==> src/rtl/cdb_arbiter.sv <==
// Common data bus arbiter: buffers completed results per functional unit and
// broadcasts one per cycle on a registered bus under round-robin priority.
module cdb_arbiter #(
    parameter int NUM_SRC    = 3,
    parameter int TAG_W      = 4,
    parameter int DATA_W     = 32,
    parameter int FIFO_DEPTH = 2,
    parameter logic [TAG_W-1:0] TAG_FREE = {TAG_W{1'b1}}
) (
    input  logic                      clk,
    input  logic                      rst,
    input  logic [NUM_SRC-1:0]        src_valid,
    input  logic [NUM_SRC*TAG_W-1:0]  src_tag,
    input  logic [NUM_SRC*DATA_W-1:0] src_data,
    output logic [NUM_SRC-1:0]        src_ready,
    output logic                      CDB_valid,
    output logic [TAG_W-1:0]          CDB_tag,
    output logic [DATA_W-1:0]         CDB_data
);
    localparam int PTR_W = (FIFO_DEPTH > 1) ? $clog2(FIFO_DEPTH) : 1;
    localparam int CNT_W = $clog2(FIFO_DEPTH) + 1;
    localparam int RR_W  = (NUM_SRC > 1) ? $clog2(NUM_SRC) : 1;
    localparam int ENT_W = TAG_W + DATA_W;

    logic [ENT_W-1:0]  mem_q    [NUM_SRC][FIFO_DEPTH];
    logic [ENT_W-1:0]  mem_d    [NUM_SRC][FIFO_DEPTH];
    logic [PTR_W-1:0]  wr_ptr_q [NUM_SRC];
    logic [PTR_W-1:0]  wr_ptr_d [NUM_SRC];
    logic [PTR_W-1:0]  rd_ptr_q [NUM_SRC];
    logic [PTR_W-1:0]  rd_ptr_d [NUM_SRC];
    logic [CNT_W-1:0]  cnt_q    [NUM_SRC];
    logic [CNT_W-1:0]  cnt_d    [NUM_SRC];
    logic [RR_W-1:0]   rr_ptr_q, rr_ptr_d;
    logic              cdb_valid_q, cdb_valid_d;
    logic [TAG_W-1:0]  cdb_tag_q, cdb_tag_d;
    logic [DATA_W-1:0] cdb_data_q, cdb_data_d;

    logic [NUM_SRC-1:0] push, pop;
    logic               found;
    logic [RR_W-1:0]    win;
    logic [ENT_W-1:0]   head;

    function automatic logic [PTR_W-1:0] ptr_inc(input logic [PTR_W-1:0] p);
        return (p == PTR_W'(FIFO_DEPTH - 1)) ? '0 : p + 1'b1;
    endfunction

    // src_valid/src_ready: a result transfers on every edge where both are high.
    // Ready depends only on registered occupancy, so a stalled source simply
    // holds valid and its payload until ready returns.
    always_comb begin
        src_ready = '0;
        push      = '0;
        for (int i = 0; i < NUM_SRC; i++) begin
            src_ready[i] = !rst && (cnt_q[i] < CNT_W'(FIFO_DEPTH));
            // A free-tag result is accepted but dropped so it can never reach the bus.
            push[i] = src_valid[i] && src_ready[i] &&
                      (src_tag[i*TAG_W +: TAG_W] != TAG_FREE);
        end
    end

    always_comb begin
        int idx;
        idx   = 0;
        found = 1'b0;
        win   = '0;
        for (int k = 0; k < NUM_SRC; k++) begin
            idx = int'(rr_ptr_q) + k;
            if (idx >= NUM_SRC) idx = idx - NUM_SRC;
            if (!found && (cnt_q[idx] != '0)) begin
                found = 1'b1;
                win   = RR_W'(idx);
            end
        end
        pop = '0;
        if (found) pop[win] = 1'b1;
        head = mem_q[win][rd_ptr_q[win]];
    end

    always_comb begin
        for (int i = 0; i < NUM_SRC; i++) begin
            wr_ptr_d[i] = wr_ptr_q[i];
            rd_ptr_d[i] = rd_ptr_q[i];
            cnt_d[i]    = cnt_q[i];
            for (int j = 0; j < FIFO_DEPTH; j++) mem_d[i][j] = mem_q[i][j];
            if (push[i]) begin
                mem_d[i][wr_ptr_q[i]] = {src_tag[i*TAG_W +: TAG_W], src_data[i*DATA_W +: DATA_W]};
                wr_ptr_d[i] = ptr_inc(wr_ptr_q[i]);
            end
            if (pop[i]) rd_ptr_d[i] = ptr_inc(rd_ptr_q[i]);
            case ({push[i], pop[i]})
                2'b10:   cnt_d[i] = cnt_q[i] + 1'b1;
                2'b01:   cnt_d[i] = cnt_q[i] - 1'b1;
                default: cnt_d[i] = cnt_q[i];
            endcase
        end

        cdb_valid_d = found;
        cdb_tag_d   = found ? head[ENT_W-1 -: TAG_W] : TAG_FREE;
        cdb_data_d  = found ? head[DATA_W-1:0] : '0;
        rr_ptr_d    = rr_ptr_q;
        if (found) rr_ptr_d = (win == RR_W'(NUM_SRC - 1)) ? '0 : win + 1'b1;
    end

    always_ff @(posedge clk or posedge rst) begin
        if (rst) begin
            for (int i = 0; i < NUM_SRC; i++) begin
                wr_ptr_q[i] <= '0;
                rd_ptr_q[i] <= '0;
                cnt_q[i]    <= '0;
            end
            rr_ptr_q    <= '0;
            cdb_valid_q <= 1'b0;
            cdb_tag_q   <= TAG_FREE;
            cdb_data_q  <= '0;
        end else begin
            for (int i = 0; i < NUM_SRC; i++) begin
                wr_ptr_q[i] <= wr_ptr_d[i];
                rd_ptr_q[i] <= rd_ptr_d[i];
                cnt_q[i]    <= cnt_d[i];
            end
            rr_ptr_q    <= rr_ptr_d;
            cdb_valid_q <= cdb_valid_d;
            cdb_tag_q   <= cdb_tag_d;
            cdb_data_q  <= cdb_data_d;
        end
    end

    // Storage needs no reset: clearing the counts already discards every entry.
    always_ff @(posedge clk) begin
        mem_q <= mem_d;
    end

    assign CDB_valid = cdb_valid_q;
    assign CDB_tag   = cdb_tag_q;
    assign CDB_data  = cdb_data_q;
endmodule

==> config.mk <==
export PLATFORM = sky130hd
export DESIGN_NAME = cdb_arbiter
export DESIGN_NICKNAME = d
export VERILOG_FILES = /design/src/rtl/cdb_arbiter.sv
export SDC_FILE = /design/constraint.sdc
export NUM_CORES = 1
export LEC_CHECK = 0
export ABC_AREA = 1
export CAP_MARGIN = 20
export CORE_AREA = 2 2 175 194
export DETAILED_ROUTE_END_ITERATION = 8
export DIE_AREA = 0 0 177 196
export PLACE_DENSITY = 0.59
export SKIP_LAST_GASP = 1
export SLEW_MARGIN = 20
export SYNTH_ARGS = -nofsm -noshare
export SYNTH_HDL_FRONTEND = slang
export SYNTH_SLANG_ARGS = --single-unit
==> constraint.sdc <==
create_clock -name clk -period 3.2 [get_ports clk]
set_clock_uncertainty 0.2 [all_clocks]
set_input_delay 0.96 -clock clk [delete_from_list [all_inputs] [get_ports clk]]
set_output_delay 0.96 -clock clk [all_outputs]
set_load 0.05 [all_outputs]
==> flow_metrics.tcl, run 1 <==
set metrics [dict create \
    run_status "finished clean" \
    post_route_cells_drive_above_1_share_pct 8.71 \
    routed_via_density 4.50 \
    post-route-cell-area_um2 14600 \
    syn_area_um2 11400 \
    grt_pass1_vias 7541 \
    core_region_area_um2 32800 \
    post-dp-hpwl_um 18500 \
    rr_worst_depth 19 \
    cts_tree "done" \
    finalNetCount 1372 \
    crit_fanout 1 \
    grt_setup_unrepaired "no" \
    post-synth-top-area-cell "sky130_fd_sc_hd__edfxtp_1" \
    r2r_slack_ns 0.24 \
    yosysSeqAreaShare_pct 68.4 \
    buffer_ports.inserted 152 \
    area.growth.synth_to_final_pct 28.4 \
    cp.buffers_inverters 1 \
    dominantRegCellSynth "sky130_fd_sc_hd__edfxtp_1" \
    cts_root_buffer "sky130_fd_sc_hd__clkbuf_16" \
    post_synth_main_area_contributors "sky130_fd_sc_hd__edfxtp_1, sky130_fd_sc_hd__nand2_1, sky130_fd_sc_hd__dfrtp_1" \
    finalSetupViolations 0 \
    synthesis.area_per_instance_um2 10.5 \
    postPlaceCellArea_um2 13700 \
    synth_enable_flop_cells 216 \
    detail_route.wl_per_cell_um 16.4 \
    synth-seq-cells 267 \
    max-cap-violations 0 \
    dr.first_iter.drc_count 434 \
    placementRows 70 \
    max_freq_ghz 0.330 \
    slowest_delay_ns 0.81 \
    floorplan.initialDensity_pct 34.6 \
    globalplace.congestion 0.844 \
    async_set_or_reset_flop_fraction_in_the_synthesized_netlist_pct 19.1 \
    critical_path_cell_count 1 \
    clk-insertion-delay-late_ns 0.53 \
    die_w_um 177 \
    yosysWarnings 0 \
    critical_path_end_type "output port" \
    die-height_um 196 \
    timing.final.max_slew_violations 0 \
    reg2reg_to "CDB_data[5]" \
    grt_max_degree 57 \
    max_slew.worst_pin.slew_ns 0.908 \
    worstReg2RegStart "rr_ptr_q[0]" \
    synthCells 1077 \
    tritoncts.num_buffers 28 \
    fin_tns_setup_ns 0 \
    worstPathArrival_ns 1.87 \
    drc 0 \
    hold_violations 0 \
    cp_top_family "buffers and inverters" \
    htree_num_levels 1 \
    final.period_utilization_pct 94.6 \
    worst_setup_hold_path_clk_slew_ns 0.06 \
    routed_wirelength_um 27900 \
    synth_fp_nets 1197 \
    post_cts_repair_resize_count 0 \
    cp_cell_sequence "clkdlybuf4s50_1" \
    critPathSlowestCell "sky130_fd_sc_hd__clkdlybuf4s50_1" \
    final_antenna_net_count 0 \
    crit_type "register to output port" \
    antenna_found_initial 1 \
    min_path_type "register to register" \
    distinct_cell_type_count_after_synthesis 28 \
    grt_util_all_layers_pct 16.2 \
    grt_remaining_overflow 0 \
    synth_top_cell_area_share_pct 57.1 \
    max-slew-margin-rel_pct 39.4 \
    num_io_pins 153 \
    wire_length_of_the_first_global_routing_pass_um 43100 \
    router_iterations_before_antenna_repair 4 \
    clock_sinks 267 \
    cts_max_path_buffers 3 \
    cp_data_required_time_ns 2.04 \
    die_area_um2 34700 \
    startpoint "CDB_tag[1]" \
    crit_end "CDB_tag[1]" \
    layout_min_cycle_time_ns 3.03 \
    critPathLaunchType "register" \
    route.vias.total 7687 \
]
-- final cells by class --
class,count,area (um2)
antenna,1,2.50
clock buffer,44,812
clock inverter,8,67.6
fill,3063,18300
inverter,145,544
multi-input combinational,616,2840
sequential,267,7770
tap,432,541
timing repair buffer,194,2020
-- layout by cell type, fill, tap and decap left out, types with 2 or more instances in the layout --
cell type | netlist | layout
sky130_fd_sc_hd__clkbuf_1 | 12 | 12
sky130_fd_sc_hd__inv_1 | 144 | 141
sky130_fd_sc_hd__nand2_1 | 364 | 364
sky130_fd_sc_hd__ha_1 | 7 | 7
sky130_fd_sc_hd__dfstp_2 | 4 | 4
sky130_fd_sc_hd__nand3_4 | 0 | 2
sky130_fd_sc_hd__a21oi_1 | 4 | 4
sky130_fd_sc_hd__nand3_1 | 92 | 91
sky130_fd_sc_hd__clkdlybuf4s50_1 | 0 | 149
sky130_fd_sc_hd__nand3_2 | 3 | 2
sky130_fd_sc_hd__nor2_4 | 1 | 8
sky130_fd_sc_hd__xnor2_1 | 5 | 5
sky130_fd_sc_hd__nor2_1 | 81 | 71
sky130_fd_sc_hd__buf_4 | 6 | 30
sky130_fd_sc_hd__nor2_2 | 0 | 3
sky130_fd_sc_hd__o21ai_0 | 7 | 7
sky130_fd_sc_hd__nand4_1 | 6 | 6
sky130_fd_sc_hd__clkinv_2 | 0 | 5
sky130_fd_sc_hd__clkbuf_16 | 0 | 29
sky130_fd_sc_hd__clkbuf_8 | 0 | 3
sky130_fd_sc_hd__buf_12 | 0 | 15
sky130_fd_sc_hd__nand3b_1 | 34 | 34
sky130_fd_sc_hd__edfxtp_1 | 216 | 216
sky130_fd_sc_hd__dfrtp_1 | 47 | 47
sky130_fd_sc_hd__xor2_1 | 5 | 5
sky130_fd_sc_hd__inv_2 | 1 | 4
-- timing repair --
action,4_1_cts,5_1_grt
setup endpoints to repair,0,22
buffers inserted,0,4
hold buffers,0,0
hold endpoints to repair,0,0
-- flip-flops by register name, indices dropped and copies added (netlist names) --
register,count
CDB_data,32
CDB_tag,4
CDB_valid,1
cnt_q,6
mem_q,216
rd_ptr_q,3
rr_ptr_q,2
wr_ptr_q,3
-- stage by stage --
stage | instances | util, % | hold slack [ns] | setup slack [ns]
detailed placement | 1650 | 41.6 | 0.263 | 0.0991
global route | 1706 | 44.4 | 0.296 | 0.0114
floorplan | 1077 | - | 0.242 | 0.234
global placement | 1650 | 41.6 | 0.259 | 0.127
finish | 1707 | 44.4 | 0.274 | 0.172
CTS | 1702 | 44.3 | 0.275 | 0.134
-- kinds of logic (layout without fill, tap and decap cells) --
| kind of cell | count (synthesis) | count (layout) | share of synthesized area (%) |
|---|---|---|---|
| AND/OR/NAND/NOR | 585 | 585 | 21.9 |
| flip-flops | 267 | 267 | 68.4 |
| buffers and inverters | 194 | 391 | 7.42 |
| AO/OA/AOI/OAI | 14 | 14 | 0.771 |
| XOR/XNOR | 10 | 10 | 0.771 |
| adder cells (fa/ha/maj) | 7 | 7 | 0.771 |
| other | 0 | 1 | 0 |
-- Yosys cell counts (2+ instances only) --
library cell	n
sky130_fd_sc_hd__xnor2_1	5
sky130_fd_sc_hd__a21oi_1	4
sky130_fd_sc_hd__nand3_1	92
sky130_fd_sc_hd__edfxtp_1	216
sky130_fd_sc_hd__ha_1	7
sky130_fd_sc_hd__nand3b_1	34
sky130_fd_sc_hd__inv_1	144
sky130_fd_sc_hd__dfstp_2	4
sky130_fd_sc_hd__nand2_1	364
sky130_fd_sc_hd__buf_1	2
sky130_fd_sc_hd__nand4_1	6
sky130_fd_sc_hd__nor2_1	81
sky130_fd_sc_hd__clkbuf_1	12
sky130_fd_sc_hd__nand3_2	3
sky130_fd_sc_hd__buf_6	9
sky130_fd_sc_hd__buf_2	20
sky130_fd_sc_hd__nand2_2	2
sky130_fd_sc_hd__xor2_1	5
sky130_fd_sc_hd__dfrtp_1	47
sky130_fd_sc_hd__o21ai_0	7
sky130_fd_sc_hd__buf_4	6
-- worst min-delay path by stage --
| stage | startpoint | end | slack (ns) | cells past startpoint |
|---|---|---|---|---|
| 3_3_place_gp | rd_ptr_q[2] | rd_ptr_q[2] | 0.26 | 1 |
| 2_1_floorplan | rd_ptr_q[2] | rd_ptr_q[2] | 0.24 | 1 |
| 5_1_grt | rd_ptr_q[2] | rd_ptr_q[2] | 0.30 | 1 |
| 6_report | rd_ptr_q[2] | rd_ptr_q[2] | 0.27 | 1 |
| 3_5_place_dp | rd_ptr_q[2] | rd_ptr_q[2] | 0.26 | 1 |
| 4_1_cts | rd_ptr_q[2] | rd_ptr_q[2] | 0.28 | 1 |
-- routing by layer --
| metal | GRT usage, % | part of all wire [%] |
|---|---|---|
| met1 | 20.4 | 42 |
| met2 | 29.4 | 51 |
| met3 | 2.15 | 4.6 |
| met4 | 4.07 | 2.1 |
| met5 | 0 | 0 |
Power of run 1 is left out: the tool's default activity adds up to more than one toggle a clock period on the data nets, which glitch-free logic cannot reach.
==> run 2: changes to the inputs <==
- PLACE_DENSITY: 0.59 -> 0.63
==> flow_metrics.tcl, run 2 (same netlist as run 1, synthesis figures left out) <==
set metrics [dict create \
    run_status "finished clean" \
    worst_path_setup_slack_after_routing_ns 0.168 \
    use_met2_pct 27.7 \
    drc 0 \
    layout_min_cycle_time_ns 3.03 \
    place_ws_ns 0.113 \
    worst_setup_hold_path_clk_slew_ns 0.06 \
    buffer_ports.inserted 152 \
    startpoint "CDB_tag[1]" \
    die-height_um 196 \
    router_iterations_before_antenna_repair 5 \
    hold_path.startpoint "rd_ptr_q[2]" \
    grt_max_degree 65 \
    htree_num_levels 1 \
    finalNetCount 1367 \
    antenna_found_initial 0 \
    worstReg2RegStart "rr_ptr_q[0]" \
    layout.cells.most_common "sky130_fd_sc_hd__nand2_1" \
    globalplace.congestion 0.794 \
    placementRows 70 \
    grt_remaining_overflow 0 \
    wire_length_of_the_first_global_routing_pass_um 42500 \
    min_path_type "register to register" \
    post-dp-hpwl_um 18300 \
    dr.first_iter.drc_count 401 \
    grt_pass1_vias 7729 \
    hold_violations 0 \
    max-slew-margin-rel_pct 41.1 \
    tritoncts.num_buffers 27 \
    clock_sinks 267 \
    cp_data_required_time_ns 2.04 \
    final_antenna_net_count 0 \
    layout_common_cells "sky130_fd_sc_hd__nand2_1, sky130_fd_sc_hd__edfxtp_1, sky130_fd_sc_hd__clkdlybuf4s50_1" \
    route.vias.total 7660 \
    holdPathStages 1 \
    slowest_delay_ns 0.81 \
    flip_flop_count_of_the_largest_register_all_copies_and_words_added 216 \
    die_area_um2 34700 \
    routed_via_density 4.51 \
    routed_wirelength_um 27500 \
    crit_type "register to output port" \
    post_cts_hold_buffer_count 0 \
    die_w_um 177 \
    cp_cell_sequence "clkdlybuf4s50_1" \
    floorplan.initialDensity_pct 34.6 \
    area.growth.synth_to_final_pct 28.6 \
    finalSetupViolations 0 \
    critPathSlowestCell "sky130_fd_sc_hd__clkdlybuf4s50_1" \
    critical_path_end_type "output port" \
    core_region_area_um2 32800 \
    cts_max_path_buffers 3 \
    clk-insertion-delay-late_ns 0.53 \
    num_io_pins 153 \
    grt_setup_unrepaired "yes" \
    grt_util_all_layers_pct 15.9 \
    post_route_cells_drive_above_1_share_pct 8.83 \
    critPathLaunchType "register" \
    final.period_utilization_pct 94.8 \
    critical_path_cell_count 1 \
    max-cap-violations 0 \
    detail_route.wl_per_cell_um 16.2 \
    timing.final.max_slew_violations 0 \
    crit_fanout 1 \
    met3_usage_pct 2.33 \
    regMostFlops "mem_q" \
    rr_worst_depth 13 \
    cp_top_family "buffers and inverters" \
    grtUsageMet1_pct 20.5 \
    worstPathArrival_ns 1.87 \
    antenna-diode-count 0 \
    grt.busiest_layer "met2" \
    cp.buffers_inverters 1 \
    cts_root_buffer "sky130_fd_sc_hd__clkbuf_16" \
    cts_tree "done" \
    post-route-util_pct 44.5 \
    max_freq_ghz 0.330 \
    max_slew.worst_pin.slew_ns 0.883 \
]
[run 2: changes by cell type in the layout (fill, tap and decap cells not counted), moves of 2 or more]
cell / delta
sky130_fd_sc_hd__bufinv_16: +2
sky130_fd_sc_hd__buf_12: +2
sky130_fd_sc_hd__buf_4: -6
sky130_fd_sc_hd__clkbuf_16: -2
sky130_fd_sc_hd__clkbuf_1: -6
[run 2: cell type report]
type                            count  area [um2]
Tap cell                          432         541
Sequential cell                   267        7770
Timing Repair Buffer              190        2010
Multi-Input combinational cell    616        2840
Clock buffer                       37         753
Clock inverter                     13         149
Inverter                          145         547
Fill cell                        3020       18200
[run 2: metrics by stage]
stage | hold slack, ns | cell area, um2 | instances | TNS [ns]
finish | 0.277 | 14600 | 1700 | 0
global route | 0.299 | 14600 | 1700 | -0.0418
CTS | 0.274 | 14600 | 1693 | 0
detailed placement | 0.262 | 13600 | 1643 | 0
global placement | 0.256 | 13600 | 1643 | 0
floorplan | 0.242 | 11400 | 1077 | 0
[run 2: worst paths after layout]
path	slack, ns	endpoint
setup / recovery	0.17	CDB_tag[1]
hold / removal	0.28	rd_ptr_q[2]
setup reg to reg	0.24	cnt_q[5]
hold reg to reg	0.28	rd_ptr_q[2]
max in group asynchronous	1.55	CDB_data[0]
min in group asynchronous	0.66	cnt_q[1]
[run 2: what timing repair did]
action,in CTS,in global routing
setup buffers,0,7
resized for setup,0,4
endpoints found under the setup margin,0,37
[run 2: layer usage]
layer | wire length, um | up-vias
met1 | 11700 | 3652
met2 | 13600 | 177
met3 | 1450 | 37
met5 | 0 | -
li1 | - | 3794
met4 | 673 | 0
Power of run 2 is left out for the same reason.
